`config.mk`:
```
export PLATFORM = sky130hd
export DESIGN_NAME = crd_drop_unit
export DESIGN_NICKNAME = d
export VERILOG_FILES = /design/src/rtl/crd_drop_unit.sv
export SDC_FILE = /design/constraint.sdc
export NUM_CORES = 1
export LEC_CHECK = 0
export ABC_AREA = 1
export ABC_CLOCK_PERIOD_IN_PS = 2500
export CORE_ASPECT_RATIO = 1.25
export CORE_MARGIN = 2
export CORE_UTILIZATION = 30
export CTS_CLUSTER_DIAMETER = 150
export DETAILED_ROUTE_END_ITERATION = 8
export PLACE_DENSITY_LB_ADDON = 0.1
export SYNTH_ARGS = -nofsm -noshare
export SYNTH_HDL_FRONTEND = slang
export SYNTH_SLANG_ARGS = --single-unit
```
`constraint.sdc`:
```
create_clock -name clk -period 2.5 [get_ports clk]
set_input_delay 0.375 -clock clk [delete_from_list [all_inputs] [get_ports clk]]
set_output_delay 0.375 -clock clk [all_outputs]
set_load 0.02 [all_outputs]
```
`src/rtl/crd_drop_unit.sv`:
```
// crd_drop_unit: drops outer coordinates whose inner fiber is empty, passes inner stream through; CRD_DROP_STATS_EN adds drop_count
module crd_drop_unit #(
    parameter int FIFO_DEPTH = 2
) (
    input  logic        clk,
    input  logic        flush,
    input  logic        clk_en,
    input  logic        tile_en,
    input  logic [16:0] outer_crd_in,
    input  logic        outer_crd_in_valid,
    output logic        outer_crd_in_ready,
    input  logic [16:0] inner_crd_in,
    input  logic        inner_crd_in_valid,
    output logic        inner_crd_in_ready,
    output logic [16:0] outer_crd_out,
    output logic        outer_crd_out_valid,
    input  logic        outer_crd_out_ready,
    output logic [16:0] inner_crd_out,
`ifdef CRD_DROP_STATS_EN
    output logic [15:0] drop_count,
`endif
    output logic        inner_crd_out_valid,
    input  logic        inner_crd_out_ready
);
    localparam int AW = $clog2(FIFO_DEPTH);
    localparam logic [16:0] DONE_TOK = 17'h10100;
    typedef enum logic [2:0] {START, GET_OUTER, SCAN_INNER, FWD_STOP, DONE} state_t;
    state_t state_q, state_d;
    logic [15:0] held_q, held_d;
    logic has_q, has_d, din_q, din_d, dout_q, dout_d;
    logic [16:0] omem_q [FIFO_DEPTH];
    logic [16:0] imem_q [FIFO_DEPTH];
    logic [AW:0] owp_q, orp_q, iwp_q, irp_q;
    logic o_full, i_full, o_pop, i_pop, o_acc, i_acc, o_push, in_stop;
    logic [16:0] o_wdata;
    assign o_full = (owp_q - orp_q) == (AW+1)'(FIFO_DEPTH);
    assign i_full = (iwp_q - irp_q) == (AW+1)'(FIFO_DEPTH);
    assign in_stop = inner_crd_in[16] && inner_crd_in[15:8] == 8'h00;
    assign outer_crd_out_valid = tile_en && owp_q != orp_q;
    assign inner_crd_out_valid = tile_en && iwp_q != irp_q;
    assign outer_crd_out = outer_crd_out_valid ? omem_q[orp_q[AW-1:0]] : '0;
    assign inner_crd_out = inner_crd_out_valid ? imem_q[irp_q[AW-1:0]] : '0;
    assign o_pop = outer_crd_out_valid && outer_crd_out_ready && clk_en;
    assign i_pop = inner_crd_out_valid && inner_crd_out_ready && clk_en;
    assign outer_crd_in_ready = tile_en && !o_full && (state_q == GET_OUTER || state_q == FWD_STOP);
    assign inner_crd_in_ready = tile_en && !i_full &&
        ((state_q == SCAN_INNER && (!in_stop || !has_q || !o_full)) || (state_q == DONE && !din_q));
    assign o_acc = outer_crd_in_valid && outer_crd_in_ready && clk_en;
    assign i_acc = inner_crd_in_valid && inner_crd_in_ready && clk_en;
    // next state and outer FIFO push selection
    always_comb begin
        state_d = state_q;
        held_d = held_q;
        has_d = has_q;
        din_d = din_q;
        dout_d = dout_q;
        o_push = 1'b0;
        o_wdata = outer_crd_in;
        case (state_q)
            START: state_d = tile_en ? GET_OUTER : START;
            GET_OUTER: if (o_acc) begin
                if (!outer_crd_in[16]) begin
                    held_d = outer_crd_in[15:0];
                    has_d = 1'b0;
                    state_d = SCAN_INNER;
                end else if (outer_crd_in == DONE_TOK) begin
                    din_d = 1'b0;
                    dout_d = 1'b0;
                    state_d = DONE;
                end else o_push = 1'b1;
            end
            SCAN_INNER: if (i_acc) begin
                if (!in_stop) has_d = 1'b1;
                else begin
                    o_push = has_q;
                    o_wdata = {1'b0, held_q};
                    state_d = |inner_crd_in[7:0] ? FWD_STOP : GET_OUTER;
                end
            end
            FWD_STOP: if (o_acc) begin
                o_push = 1'b1;
                state_d = GET_OUTER;
            end
            DONE: begin
                din_d = din_q || i_acc;
                if (!dout_q && !o_full && tile_en && clk_en) begin
                    o_push = 1'b1;
                    o_wdata = DONE_TOK;
                    dout_d = 1'b1;
                end
                state_d = (din_d && dout_d) ? START : DONE;
            end
            default: state_d = START;
        endcase
    end
    // state and FIFO pointer registers, frozen while clk_en is low
    always_ff @(posedge clk) begin
        if (flush) begin
            state_q <= START;
            held_q <= '0;
            has_q <= 1'b0;
            din_q <= 1'b0;
            dout_q <= 1'b0;
            owp_q <= '0;
            orp_q <= '0;
            iwp_q <= '0;
            irp_q <= '0;
        end else if (clk_en) begin
            state_q <= state_d;
            held_q <= held_d;
            has_q <= has_d;
            din_q <= din_d;
            dout_q <= dout_d;
            owp_q <= owp_q + (AW+1)'(o_push);
            orp_q <= orp_q + (AW+1)'(o_pop);
            iwp_q <= iwp_q + (AW+1)'(i_acc);
            irp_q <= irp_q + (AW+1)'(i_pop);
        end
    end
    // FIFO storage writes
    always_ff @(posedge clk) begin
        if (o_push) omem_q[owp_q[AW-1:0]] <= o_wdata;
        if (i_acc) imem_q[iwp_q[AW-1:0]] <= inner_crd_in;
    end
`ifdef CRD_DROP_STATS_EN
    logic [15:0] drop_q;
    logic drop;
    assign drop = i_acc && state_q == SCAN_INNER && in_stop && !has_q;
    assign drop_count = drop_q;
    // saturating count of dropped outer coordinates
    always_ff @(posedge clk) begin
        if (flush) drop_q <= '0;
        else if (drop && drop_q != 16'hFFFF) drop_q <= drop_q + 16'd1;
    end
`endif
endmodule

```
==> results.cfg <==
[critical_path]
worst-path-max-fanout = 18
regToRegSetupSlack_ns = 0.32
worst_setup_path_end_kind = output port
crit-reg2reg-launch = state_q[2]
startpoint_type = flip-flop
critPathRequiredTime_ns = 2.12
rr_endpoint = omem_q[1][3]
crit_start = owp_q[0]
worstPathArrival_ns = 2.00
reg2reg_depth = 10
path_class = reg -> out

[synthesis]
syn_area_sq_um = 4540
synth_top_area_frac = 0.450
async_reset_ff_frac = 0
syn_nets = 548
ys_ff_latch = 100
synth-seq-area-share = 0.591
ys_warn_count = 0
yosysTopAreaCell = edfxtp_1
synthCells = 500
ys_top_cells_by_area = edfxtp_1 45%, dfxtp_1 14%, nand2_1 10%
syn_avg_cell_area_sq_um = 9.08
synth_edf_count = 68
synth_flop_cell = edfxtp_1
synthDistinctLibCells = 30

[floorplan]
die_y_microns = 142
num_rows = 50
start_util = 0.305
die_area_sq_um = 16100
ios = 80
dieWidth_microns = 114
fp.coreArea_sq_um = 14900

[place]
io_buffers = 79
placed_cell_area_sq_um = 5820
dpl.hpwl_microns = 8320
gp_congestion = 0.762

[routing]
drtIter0Drc = 210
vias = 3716
ant_nets = 0
avgRoutedWirePerCell_microns = 14.7
drc_errors = 0
wl_microns = 11700
viasPerCell = 4.64
firstDrtPassIters = 4

[clock_network]
htree_levels = 3
holdBufCountCts = 0
post-cts-setup-buffers = 0
cts_max_path_buffers = 2
cts_root_buffer = clkbuf_16
numCtsBuffers = 9
clock_latency_ns = 0.35
numClockSinks = 100
path_clk_slew_ns = 0.07
tritoncts = yes

[timing]
slew_headroom = 0.640
slew_violations = 0
fin_crit_sh = 0.950
min_period_ns = 2.38
clock_skew_ns = 0.00827
fmax_ghz = 0.421
final-hold-violation-count = 0
worstMarginPinSlew_ns = 0.537
setup-violations-final = 0
rsz0062_at_grt = no

[power]
p_per_area_nw_per_um2 = 601
power.total_mw = 3.65
irDropWorstVdd_mv = 0.305
p_leak_nw = 2.46

[final_layout]
nets = 662
nFillCells = 1493
seqCellArea_sq_um = 2680
n_antenna_cell = 0
multiInputGateArea_sq_um = 1590
layout_common_cells = 122 x nand2_1, 70 x a21oi_1, 68 x edfxtp_1
area_growth_pct = 33.9
fin_area_sq_um = 6080
drive_gt1_frac = 0.123
mostFrequentLayoutCell = nand2_1

[flow_run]
cap_violations = 0

[min_path]
hold_depth = 2
hold_start = held_q[6]
hp-class = reg -> reg
hold_end = held_q[6]

[global_routing]
overflow = 0
track_usage = 0.149
grt_max_degree = 25
antenna_found_initial = 0
grt_pass1_wl_microns = 18600
grt_pass1_vias = 3494

[outcome]
status = finished clean
critical path, cell delays in order (launching register included):
cell and delay [ns]:
dfxtp_1 0.38, inv_1 0.07, nand2_1 0.06, nand2_1 0.09, a21oi_2 0.24, clkinv_1 0.09, buf_4 0.21, a21oi_1 0.19
clkdlybuf4s15_1 0.33
what timing repair did:
item | in CTS | in global routing
setup endpoints to repair | 35 | 15
pin swaps | 0 | 0
gates resized for setup | 36 | 20
logic make-up after synthesis:
logic type      synth area share
compound gates             0.140
xor+xnor                 0.00386
fa+ha+maj                 0.0165
buf+inv                   0.0612
flops                      0.591
simple gates               0.188
registers in the layout, summed over array words and instances, names as in the netlist, named ones only:
| register | flops |
|---|---|
| state_q | 3 |
| owp_q | 2 |
| omem_q | 34 |
| irp_q | 2 |
| dout_q | 1 |
| orp_q | 2 |
| has_q | 1 |
| din_q | 1 |
| held_q | 16 |
| imem_q | 34 |
| iwp_q | 2 |
final cells by class:
type | count | share of cell area
clock buffer | 9 | 0.0370
tap | 182 | 0.0374
timing repair buffer | 120 | 0.180
multi-input combinational | 336 | 0.261
clock inverter | 7 | 0.0136
sequential | 100 | 0.441
inverter | 47 | 0.0290
worst max-delay path by stage:
stage | end | slack (ns) | depth (start not counted)
final | outer_crd_out[14] | 0.12 | 8
after global routing | inner_crd_out[1] | 0.002 | 7
after floorplan | owp_q[1] | 0.05 | 13
after global placement | outer_crd_out[11] | -0.29 | 7
after CTS | inner_crd_out[15] | 0.06 | 7
after detailed placement | outer_crd_out[11] | -0.28 | 7
synthesized netlist by cell type (4+ instances only):
library cell / instances
nand2_1: 122
a21oi_1: 71
edfxtp_1: 68
o21ai_0: 50
nor2_1: 47
inv_1: 40
dfxtp_1: 32
nand3_1: 17
clkbuf_1: 11
ha_1: 6
nor3_1: 5
clkinv_1: 4
where the power goes:
part / total (mW) / switching (mW) / internal (mW)
clock: 1.45 / 0.658 / 0.793
combinational: 0.412 / 0.237 / 0.175
sequential: 1.79 / 0.0111 / 1.78
total: 3.65 / 0.906 / 2.75
metal layers:
layer,up-vias,global-route usage,routed length [microns]
li1,1908,-,-
met1,1732,0.208,5620
met2,66,0.237,5630
met3,10,0.0222,349
met4,0,0.0501,144
met5,-,0,0
stage by stage:
| stage | hold WS [ns] | setup TNS, ns | util | cells | setup slack (ns) |
|---|---|---|---|---|---|
| 5_1_grt | 0.478 | 0 | 0.408 | 801 | 0.00218 |
| 3_5_place_dp | 0.445 | -8.67 | 0.391 | 785 | -0.284 |
| 3_3_place_gp | 0.441 | -6.93 | 0.391 | 785 | -0.292 |
| 2_1_floorplan | 0.429 | 0 | - | 500 | 0.0493 |
| 4_1_cts | 0.457 | 0 | 0.409 | 801 | 0.0551 |
| 6_report | 0.454 | 0 | 0.408 | 801 | 0.124 |
Note: power is estimated with default switching activity, not from simulation.
